### config.mk
export PLATFORM = sky130hd
export DESIGN_NAME = regfile_sync_read
export DESIGN_NICKNAME = d
export VERILOG_FILES = /design/src/rtl/regfile_sync_read.sv
export SDC_FILE = /design/constraint.sdc
export NUM_CORES = 2
export LEC_CHECK = 0
export BUFFER_PORTS_ARGS = -buffer_cell sky130_fd_sc_hd__buf_2
export CAP_MARGIN = 0
export CORE_UTILIZATION = 53
export DETAILED_ROUTE_END_ITERATION = 8
export MAX_ROUTING_LAYER = met4
export PLACE_DENSITY = 0.71
export RECOVER_POWER = 50
export SYNTH_ARGS = -nofsm -noshare
export SYNTH_HDL_FRONTEND = slang
export SYNTH_SLANG_ARGS = --single-unit
### constraint.sdc
create_clock -name clk -period 18.6 [get_ports clk]
set_clock_uncertainty 0.15 [all_clocks]
set_input_delay 5.58 -clock clk [delete_from_list [all_inputs] [get_ports clk]]
set_output_delay 5.58 -clock clk [all_outputs]
set_load 0.005 [all_outputs]
### src/rtl/regfile_sync_read.sv
// rtl/regfile_sync_read.sv - 32-entry register file with hardwired-zero register and registered dual read ports
// Optional macro REGFILE_BYPASS_EN: same-edge write data is forwarded to a read of the same address.
module regfile_sync_read #(
    parameter int WIDTH    = 64,
    parameter int DEPTH    = 32,
    parameter int ZERO_REG = 31
) (
    input  logic             clk,
    input  logic             reset,
    input  logic             RegWrite,
    input  logic [4:0]       WriteRegister,
    input  logic [WIDTH-1:0] WriteData,
    input  logic             ReadEn,
    input  logic [4:0]       ReadRegister1,
    input  logic [4:0]       ReadRegister2,
    output logic [WIDTH-1:0] ReadData1,
    output logic [WIDTH-1:0] ReadData2,
    output logic             ReadValid
);

    localparam logic [4:0] ZERO_ADDR = 5'(ZERO_REG);

    logic [WIDTH-1:0] regs_q [DEPTH];
    logic [WIDTH-1:0] rd1_d;
    logic [WIDTH-1:0] rd1_q;
    logic [WIDTH-1:0] rd2_d;
    logic [WIDTH-1:0] rd2_q;
    logic             valid_q;
    logic             wr_en;

    assign wr_en = RegWrite && (WriteRegister != ZERO_ADDR);

    // The zero register is masked on read as well, so it reads 0 regardless of array contents.
    always_comb begin
        rd1_d = (ReadRegister1 == ZERO_ADDR) ? '0 : regs_q[ReadRegister1];
        rd2_d = (ReadRegister2 == ZERO_ADDR) ? '0 : regs_q[ReadRegister2];
`ifdef REGFILE_BYPASS_EN
        if (wr_en && (WriteRegister == ReadRegister1)) rd1_d = WriteData;
        if (wr_en && (WriteRegister == ReadRegister2)) rd2_d = WriteData;
`endif
    end

    always_ff @(posedge clk) begin
        if (reset) begin
            for (int i = 0; i < DEPTH; i++) regs_q[i] <= '0;
            rd1_q   <= '0;
            rd2_q   <= '0;
            valid_q <= 1'b0;
        end else begin
            if (wr_en) regs_q[WriteRegister] <= WriteData;
            if (ReadEn) begin
                rd1_q <= rd1_d;
                rd2_q <= rd2_d;
            end
            valid_q <= ReadEn;
        end
    end

    assign ReadData1 = rd1_q;
    assign ReadData2 = rd2_q;
    assign ReadValid = valid_q;

endmodule

Yosys cells after proc, flatten, opt, wreduce, memory -nomap -nowiden
Memories as Yosys holds them, arrays and structs flattened.
Cells that the tools add are included.

word-level totals
  register bits after elaboration = 129
  bits in writable memories = 2048
  output and inout port bits = 129
  ROM bits = 0
  bits of input ports = 83
  memories = 1
  latch bits = 0
  word-level logic and storage cells = 19

cells by class
  muxes and demuxes = 10
  bitwise operators = 0
  $lt $le $gt $ge = 0
  div/mod/pow operators = 0
  equal/unequal tests = 3
  reductions and logical operators = 2
  $mul = 0
  add/sub/neg operators = 0
  shift-type cells = 0

memories
  memory  words  width  read ports  clocked after Yosys merged registers in  write ports  RTL line  source
  regs_q  32     64     2           0                                        32           23        logic [WIDTH-1:0] regs_q [DEPTH];

operator list
  cell                                          count
  64-bit two-way mux                            3
  64-bit OR reduction                           1
  5-bit equality test, second input constant    2
  1-bit two-way mux                             6
  5-bit two-way mux                             1
  5-bit inequality test, second input constant  1
  1-bit logical AND                             1

Depth between registers and ports, before layout
  word-level depth = 7
  gate-level depth with buffers = 9
  mapped depth without buffers = 4

Least setup slack after synthesis
No wires, ideal clock.

  kind = input to register
  start point = input port WriteRegister[4]
  end point = memory regs_q[11][0], enable pin
  buffers on the path = 1
  data required time = 17.876 ns
  slack = 7.144 ns
  library setup time = 0.574 ns
  cell stages on the path = 3
  data arrival time = 10.732 ns
  path through = or3b_2 clkbuf_1 o21ai_0

RTL lines
  what             RTL line  source
  start, declared  11        input logic [4:0] WriteRegister,
  end, declared    23

==> results.json <==
{
  "cpLargestDelayFamily": "buffers and inverters",
  "max-slew-margin-rel_pct": -263,
  "start_util_pct": 53.5,
  "die_y_um": 460,
  "viasPerCell": 7.23,
  "tightest_slew_ns": 5.44,
  "crit_path_end_kind": "flop",
  "min_path_type": "reg2reg",
  "violations": "max-capacitance violations, max-slew violations",
  "drive_above_1_share_pct": 23.2,
  "layout.cells.non_filler": 10180,
  "p_per_area_nw_per_um2": 95.9,
  "startpoint": "reset",
  "dr.pass1.iters": 6,
  "crit_top_cell": "clkbuf_1",
  "grt_usage_pct": 38.6,
  "status": "finished with violations",
  "fp.coreArea_um2": 208000,
  "setup_tns_ns": 0,
  "power.leakage_nw": 41.1,
  "placement.io_buffers": 211,
  "ys_ff_latch": 2177,
  "r2r-end": "ReadData1[31]",
  "cp_cell_sequence": "clkbuf_1 -> inv_2 -> clkbuf_1 -> nand4_1 -> clkbuf_1 -> nor2_1 -> buf_4 -> and2_1",
  "grt_pass1_wl_um": 550000,
  "min_period_ns": 14.02,
  "cp_max_fo": 49,
  "required_ns": 19.09,
  "clk_latency_ns": 0.91,
  "post-place-ws_ns": 8.43,
  "grt_max_degree": 106,
  "cts_sinks": 2177,
  "cts_hold_buf": 0,
  "place_congestion": 0.874,
  "critPathMaxStageDelay_ns": 3.70,
  "layout_setup_ws_ns": 4.58,
  "cts_resized": 0,
  "dp_hpwl_um": 212000,
  "cp.buffers_inverters": 5,
  "cap_violations": 78,
  "arrival_ns": 14.52,
  "root_buffer": "clkbuf_16",
  "ios": 212,
  "drt-initial-drc-count": 14540,
  "reg2reg_from": "regs_q[5][31]",
  "die_w_um": 460,
  "rr_worst_depth": 4,
  "finalSetupViolCount": 0,
  "tritoncts": "built",
  "crit_end": "regs_q[27][39]",
  "reg2reg_slack_ns": 16.26,
  "whs_ns": 0.312,
  "path_class": "in2reg",
  "yosysWarnings": 0,
  "cp_slowest_cell": "clkbuf_1",
  "postRouteAntennaNets": 0,
  "synthDistinctLibCells": 49,
  "grt_antenna_before_repair": 63,
  "dp.cells": 9677,
  "cts_buffers": 227,
  "critPathLaunchType": "input port",
  "syn2layout_area_growth_pct": 9.61,
  "finalNetCount": 7202,
  "fmax_ghz": 0.0713,
  "post_cts_buffers": 0,
  "rsz0062_at_grt": "no",
  "synthesis.instances": 7188,
  "finalHoldViolCount": 0,
  "vias": 73597,
  "min_period_over_period_pct": 75.4,
  "clkTransAtPathRegs_ns": 0.06,
  "grt_pass1_vias": 71180,
  "avgSynthCellArea_um2": 15.5,
  "drv_slew": 2256,
  "drc": 0,
  "ir_worst_vdd_v": 0.000114,
  "ys.flop_type": "edfxtp_1",
  "cp.depth": 8,
  "async_flop_share_pct": 0,
  "clockBufferDepth": 3,
  "die_area_um2": 212000,
  "synth_edf_count": 2048,
  "grt_remaining_overflow": 0,
  "synth.cell_area_um2": 111000,
  "wirelength_um": 397000,
  "synth_seq_area_share_pct": 57.6,
  "rows": 167,
  "wl_per_cell_um": 39.0,
  "ctsHtreeMaxLevel": 4
}
## worst min path at each step
stage | startpoint | to | slack (ns) | depth (start not counted)
2_1_floorplan | ReadData2[12] | ReadData2[12] | 0.29 | 2
3_3_place_gp | ReadData1[60] | ReadData1[60] | 0.29 | 2
3_5_place_dp | ReadData1[60] | ReadData1[60] | 0.30 | 2
4_1_cts | ReadData1[60] | ReadData1[60] | 0.31 | 2
5_1_grt | ReadData1[2] | ReadData1[2] | 0.34 | 2
6_report | ReadData1[60] | ReadData1[60] | 0.31 | 2
## metrics by stage
stage | total power, mW | area [um^2] | util [%]
6_report | 11.7 | 122000 | 58.7
4_1_cts | 11.7 | 122000 | 58.9
5_1_grt | 11.9 | 122000 | 58.6
2_1_floorplan | 6.66 | 112000 | -
3_5_place_dp | 7.12 | 115000 | 55.3
3_3_place_gp | 7.09 | 115000 | 55.3
## cells in the mapped netlist (2+ instances only)
master | n | area, um^2
mux2_2 | 109 | 1230
nor2_1 | 55 | 206
a211oi_1 | 67 | 503
buf_4 | 30 | 225
nor3_1 | 4 | 20.0
buf_1 | 33 | 124
a41oi_1 | 4 | 35.0
nand3_1 | 6 | 30.0
or3b_2 | 4 | 35.0
o21ai_0 | 34 | 170
nand3b_1 | 6 | 45.0
o211ai_1 | 58 | 435
mux4_2 | 952 | 21400
a2111oi_0 | 63 | 552
buf_2 | 112 | 561
a22o_1 | 129 | 1130
and2_1 | 1985 | 12400
nor3b_1 | 2 | 15.0
a221oi_1 | 9 | 78.8
o41ai_1 | 3 | 26.3
nand2_1 | 139 | 522
and3_1 | 6 | 37.5
dfxtp_1 | 129 | 2580
buf_6 | 26 | 293
nand4_1 | 3 | 18.8
nand2b_1 | 3 | 18.8
edfxtp_1 | 2048 | 61500
a22oi_1 | 53 | 398
or3_1 | 2 | 12.5
nor4_1 | 2 | 12.5
inv_1 | 58 | 218
o31a_1 | 3 | 26.3
o31ai_1 | 68 | 510
o22ai_1 | 75 | 469
clkbuf_1 | 567 | 2130
mux2i_1 | 260 | 2600
o221ai_1 | 62 | 543
nor2b_1 | 8 | 50.1
## tightest hold or removal path, stage by stage (launching register included)
cell and delay [ns]:
dfxtp_1 0.33, nand2_1 0.05, o31ai_1 0.05
## placed cells by master (no fill, tap or decap), types with 75 or more instances in the layout
cell / netlist / routed
clkbuf_16: 0 / 228
mux2i_1: 260 / 260
mux4_2: 952 / 952
buf_2: 112 / 107
edfxtp_1: 2048 / 2048
buf_4: 30 / 125
and2_1: 1985 / 1498
dfxtp_1: 129 / 129
and2_0: 0 / 487
nand2_1: 139 / 139
mux2_2: 109 / 109
o22ai_1: 75 / 75
clkbuf_1: 567 / 219
a22o_1: 129 / 129
## state kept, by name, indices dropped and copies added (netlist names)
signal	cells
ReadValid	1
ReadData2	64
regs_q	2048
ReadData1	64
## cells by family (layout without fill, tap and decap cells)
family                 after synthesis  after routing  synth area share, %
other                                1            132              0.00337
buffers and inverters              829            902                 3.20
AOI/OAI and AO/OA                  633            633                 4.42
muxes                             1321           1321                 22.7
DFF                               2177           2177                 57.6
and+or+nand+nor                   2227           2227                 12.1
## report_power, final
| group | total [mW] | internal, mW | switching, mW | leakage [nW] |
|---|---|---|---|---|
| clock | 4.64 | 2.60 | 2.03 | 3.67 |
| combinational | 1.25 | 0.509 | 0.736 | 16.9 |
| sequential | 5.82 | 5.65 | 0.173 | 20.6 |
| total | 11.7 | 8.76 | 2.94 | 41.1 |
## final cells by class
type | count | area [um^2]
fillers | 15595 | 85900
diodes | 68 | 170
clock inverters | 132 | 1290
well taps | 2788 | 3490
repair buffers | 409 | 2280
clock buffers | 302 | 6180
multi-input cells | 4245 | 44300
inverters | 59 | 230
flip-flops and latches | 2177 | 64100
## per-layer routing
| metal | track usage [%] | part of all wire [%] |
|---|---|---|
| met1 | 50.5 | 34 |
| met2 | 55.8 | 45 |
| met3 | 11.1 | 16 |
| met4 | 18.1 | 5.6 |
| met5 | - | 0 |
No activity file was read; power rests on OpenSTA's default activity.
